## src/rtl/image_set_sequencer.sv

```systemverilog
// image_set_sequencer
// Consumer side of the image-setting handshake register. It waits for the host
// to mark an image as set, launches one layer run and counts the output words.
// It then writes a done or timeout code back into the register and holds an
// interrupt until the host clears the register to 00.
module image_set_sequencer #(
    parameter int unsigned OUT_WORDS      = 1024,
    parameter int unsigned COUNT_W        = 11,
    parameter int unsigned TIMEOUT_CYCLES = 65535,
    parameter int unsigned TO_W           = 16
) (
    input  logic               clk,
    input  logic               rst,
    input  logic [1:0]         setting_done_condition,
    input  logic               host_write_signal,
    input  logic               out_valid,
    output logic               layer_start,
    output logic [1:0]         write_data,
    output logic               write_signal,
    output logic               irq,
    output logic [COUNT_W-1:0] word_count,
    output logic               timeout_flag
);

    // Register encodings shared with the host
    localparam logic [1:0] SDC_IDLE     = 2'b00;
    localparam logic [1:0] SDC_START    = 2'b01;
    localparam logic [1:0] CODE_DONE    = 2'b10;
    localparam logic [1:0] CODE_TIMEOUT = 2'b11;

    localparam logic [COUNT_W-1:0] LP_OUT_WORDS = COUNT_W'(OUT_WORDS);
    localparam logic [TO_W-1:0]    LP_TIMEOUT   = TO_W'(TIMEOUT_CYCLES);

    typedef enum logic [2:0] {
        IDLE       = 3'd0,
        LAUNCH     = 3'd1,
        RUN        = 3'd2,
        WRITEBACK  = 3'd3,
        WAIT_CLEAR = 3'd4
    } state_t;

    state_t             r_state;
    logic [COUNT_W-1:0] r_word_count;
    logic [TO_W-1:0]    r_idle_cnt;
    logic [1:0]         r_code;
    logic               r_timeout_flag;

    state_t             w_next_state;
    logic [COUNT_W-1:0] w_word_count_nxt;
    logic [TO_W-1:0]    w_idle_cnt_nxt;
    logic [1:0]         w_code_nxt;
    logic               w_timeout_flag_nxt;

    logic [COUNT_W-1:0] w_word_inc;
    logic [TO_W-1:0]    w_idle_inc;

    // Saturating increments; the FSM leaves RUN before either can wrap
    assign w_word_inc = (r_word_count == LP_OUT_WORDS) ? r_word_count : r_word_count + 1'b1;
    assign w_idle_inc = (r_idle_cnt == {TO_W{1'b1}}) ? r_idle_cnt : r_idle_cnt + 1'b1;

    // State and run bookkeeping registers
    always_ff @(posedge clk or negedge rst) begin
        if (!rst) begin
            r_state        <= IDLE;
            r_word_count   <= '0;
            r_idle_cnt     <= '0;
            r_code         <= 2'b00;
            r_timeout_flag <= 1'b0;
        end else begin
            r_state        <= w_next_state;
            r_word_count   <= w_word_count_nxt;
            r_idle_cnt     <= w_idle_cnt_nxt;
            r_code         <= w_code_nxt;
            r_timeout_flag <= w_timeout_flag_nxt;
        end
    end

    // Next-state decode; abort beats completion, completion beats timeout
    always_comb begin
        w_next_state       = r_state;
        w_word_count_nxt   = r_word_count;
        w_idle_cnt_nxt     = r_idle_cnt;
        w_code_nxt         = r_code;
        w_timeout_flag_nxt = r_timeout_flag;

        case (r_state)
            IDLE: begin
                if (setting_done_condition == SDC_START) begin
                    w_next_state = LAUNCH;
                end
            end
            LAUNCH: begin
                // out_valid is not counted while the datapath is being started
                w_word_count_nxt   = '0;
                w_idle_cnt_nxt     = '0;
                w_timeout_flag_nxt = 1'b0;
                w_next_state       = RUN;
            end
            RUN: begin
                if (setting_done_condition == SDC_IDLE) begin
                    // Host withdrew the image: drop the run silently
                    w_next_state = IDLE;
                end else if (out_valid) begin
                    w_word_count_nxt = w_word_inc;
                    w_idle_cnt_nxt   = '0;
                    if (w_word_inc == LP_OUT_WORDS) begin
                        w_code_nxt   = CODE_DONE;
                        w_next_state = WRITEBACK;
                    end
                end else begin
                    w_idle_cnt_nxt = w_idle_inc;
                    if (w_idle_inc == LP_TIMEOUT) begin
                        w_code_nxt         = CODE_TIMEOUT;
                        w_timeout_flag_nxt = 1'b1;
                        w_next_state       = WRITEBACK;
                    end
                end
            end
            WRITEBACK: begin
                // Host owns the write port when it is writing; retry next cycle
                if (!host_write_signal) begin
                    w_next_state = WAIT_CLEAR;
                end
            end
            WAIT_CLEAR: begin
                if (setting_done_condition == SDC_IDLE) begin
                    w_next_state = IDLE;
                end
            end
            default: begin
                w_next_state = IDLE;
            end
        endcase
    end

    // Outputs decoded from registered state; only the write strobe sees the host
    always_comb begin
        layer_start  = (r_state == LAUNCH);
        irq          = (r_state == WAIT_CLEAR);
        write_data   = (r_state == WRITEBACK) ? r_code : 2'b00;
        write_signal = (r_state == WRITEBACK) && !host_write_signal;
        word_count   = r_word_count;
        timeout_flag = r_timeout_flag;
    end

endmodule

```

## config.mk

```make
export PLATFORM = sky130hd
export DESIGN_NAME = image_set_sequencer
export DESIGN_NICKNAME = d
export VERILOG_FILES = /design/src/rtl/image_set_sequencer.sv
export SDC_FILE = /design/constraint.sdc
export NUM_CORES = 1
export LEC_CHECK = 0
export ABC_AREA = 1
export ABC_CLOCK_PERIOD_IN_PS = 2200
export CORE_MARGIN = 2
export CORE_UTILIZATION = 55
export DETAILED_ROUTE_END_ITERATION = 6
export HOLD_SLACK_MARGIN = 0.02
export PLACE_DENSITY_LB_ADDON = 0.12
export SLEW_MARGIN = 40
export SYNTH_ARGS = -nofsm -noshare
export SYNTH_HDL_FRONTEND = slang
export SYNTH_SLANG_ARGS = --single-unit
```

## constraint.sdc

```tcl
create_clock -name clk -period 2.2 [get_ports clk]
set_input_delay 0.66 -clock clk [delete_from_list [all_inputs] [get_ports clk]]
set_output_delay 0.66 -clock clk [all_outputs]
set_load 0.01 [all_outputs]
```

==> impl_metrics.json <==
{
  "dp.cells": 459,
  "netlist.area_leader.share_pct": 33.5,
  "irDropWorstVdd_uv": 680,
  "holdWs_ns": 0.460,
  "clkSinkCount": 33,
  "root_buffer": "clkbuf_8",
  "r2r_cells": 12,
  "synth_most_common_cell": "nand2_1",
  "critical_path_class": "primary input to output port",
  "place.gp.congestion": 0.910,
  "grt_max_degree": 34,
  "coreArea_mm2": 0.00432,
  "die_w_um": 71.0,
  "period_share_pct": 96.0,
  "finClkSkew_ns": 0.00748,
  "drtIter0Drc": 246,
  "final_area_mm2": 0.00297,
  "final-setup-viol-count": 0,
  "cts_buffers": 5,
  "rsz0062_at_grt": "false",
  "initial_core_util_pct": 57.0,
  "grt_pass1_wl_um": 10700,
  "vias_per_cell": 5.56,
  "vias": 2602,
  "min_period_ns": 2.11,
  "post_route_cells_drive_above_1_share_pct": 13.9,
  "antenna_cells": 0,
  "synth_nets": 385,
  "clock_path_buffers": 2,
  "arrival_ns": 1.45,
  "final_util_pct": 68.6,
  "crit_path_start_kind": "primary input",
  "hold_path.class": "flip-flop to flip-flop",
  "grt_pass1_vias": 2344,
  "ios": 23,
  "syn_area_per_cell_um2": 6.56,
  "yosys-top-cells-area": "dfrtp_1 33%, nand2_1 14%, nand3_1 8.7%",
  "worstSetupEndpointType": "output port",
  "clk_pin_slew_ns": 0.07,
  "grt-ovfl-total": 0,
  "hold_viol": 0,
  "ys_seq_area_share_pct": 33.5,
  "pre_cts_slack_ns": -0.191,
  "power_density_mw_per_mm2": 718,
  "min_delay_path_depth": 2,
  "first_pass_iters": 5,
  "synth_ff_type": "dfrtp_1",
  "critPathRequiredTime_ns": 1.54,
  "total_leakage_power_nw": 1.39,
  "synth_top_area_cell": "dfrtp_1",
  "netlist_area_mm2": 0.00247,
  "die_y_um": 71.0,
  "yosys_warnings": 0,
  "finalSetupTns_ns": 0,
  "critPathMaxFanout": 2,
  "slew_headroom_pct": 71.5,
  "outcome": "finished clean",
  "worst_pin_slew_ns": 0.428,
  "total_power_mw": 2.13,
  "antenna_found_initial": 0,
  "wirelength_um": 6360,
  "drc_errors": 0,
  "syn_to_final_growth_pct": 20.3,
  "insertion_delay_ns": 0.29,
  "synth_cell_type_count": 28,
  "io_buffer_count": 22,
  "dpl.hpwl_um": 4730,
  "synth_edf_count": 0,
  "ys_top_cells_by_count": "93 x nand2_1, 52 x inv_1, 49 x nor2_1",
  "ant_nets": 0,
  "synthArstFlopShare_pct": 100,
  "final_cells": 468,
  "fmax_mhz": 473,
  "tritoncts": "yes",
  "synth_seq_cells": 33,
  "fin_ws_ns": 0.0874,
  "wl_per_cell_um": 13.6,
  "grtUsageTotal_pct": 26.6,
  "die_area_mm2": 0.00504,
  "syn_inst": 376,
  "drv_cap": 0,
  "num_rows": 24,
  "nNetsFinal": 424,
  "htreeDepth": 2,
  "maxSlewViolCount": 0,
  "dpl_cell_area_mm2": 0.00283,
  "hold_buffers": 0
}
## logic make-up after synthesis
kind of cell    count (synthesis)  synth area share [%]
fa+ha+maj                       3                  1.52
buf+inv                        62                  9.84
simple gates                  227                  42.3
flops                          33                  33.5
compound gates                 43                  10.0
xor+xnor                        8                  2.84
## placed cells by master (no fill, tap or decap), types with 2 or more instances in the layout
cell type | Yosys | routed
a21oi_1 | 2 | 2
a32o_1 | 3 | 3
buf_4 | 0 | 16
clkbuf_1 | 3 | 3
clkbuf_8 | 0 | 5
clkdlybuf4s50_1 | 0 | 17
dfrtp_1 | 33 | 31
dfrtp_2 | 0 | 2
dlygate4sd2_1 | 0 | 5
ha_1 | 3 | 2
inv_1 | 52 | 51
inv_2 | 4 | 4
nand2_1 | 93 | 92
nand2_2 | 8 | 9
nand3_1 | 43 | 43
nand4_1 | 13 | 13
nor2_1 | 49 | 45
nor2_2 | 5 | 7
nor2_4 | 3 | 5
nor3_1 | 6 | 5
nor3_2 | 2 | 3
o21ai_0 | 22 | 21
o21ai_1 | 2 | 2
o22ai_1 | 14 | 14
xor2_1 | 7 | 7
## routing by layer
layer / vias to the layer above / track usage, % / part of all wire (%)
li1: 1307 / - / -
met3: 9 / 5.27 / 8.4
met1: 1178 / 39.2 / 47
met2: 108 / 39.8 / 44
met5: - / 0 / 0
met4: 0 / 7.76 / 1.3
## sequential cells by signal (all words and copies together) (netlist names)
signal and count:
r_code 2, r_state 3, timeout_flag 1, word_count 11, r_idle_cnt 16
## timing repair
action / 4_1_cts / 5_1_grt
gates resized for setup: 7 / 16
hold endpoints to repair: 0 / 0
pin swaps: 0 / 0
cloned: 0 / 0
buffers inserted: 1 / 0
setup endpoints to repair: 5 / 4
## area by class of cell
type | instances | area [um2]
well taps | 52 | 65.1
repair buffers | 38 | 334
inverters | 56 | 213
clock buffers | 8 | 80.1
fillers | 403 | 1360
flip-flops and latches | 33 | 828
multi-input cells | 281 | 1450
## power breakdown
group | internal, mW | switching [mW] | total (mW)
combinational | 0.366 | 0.612 | 0.978
sequential | 0.661 | 0.0551 | 0.716
clock | 0.225 | 0.213 | 0.437
total | 1.25 | 0.880 | 2.13
## worst max-delay path, stage by stage
cell             delay [ns]
clkdlybuf4s50_1        0.47
nor2_1                 0.05
dlygate4sd2_1          0.28
## worst paths after layout
kind	end	startpoint	slack, ns
max in group asynchronous	r_idle_cnt[8]	rst	1.08
min in group asynchronous	r_idle_cnt[13]	rst	0.78
worst max register to register	r_code[0]	r_idle_cnt[0]	0.22
worst max-delay path	write_signal	host_write_signal	0.09
worst min-delay path	r_code[1]	r_code[1]	0.46
worst min register to register	r_code[1]	r_code[1]	0.46
No activity file was read; power rests on OpenSTA's default activity.
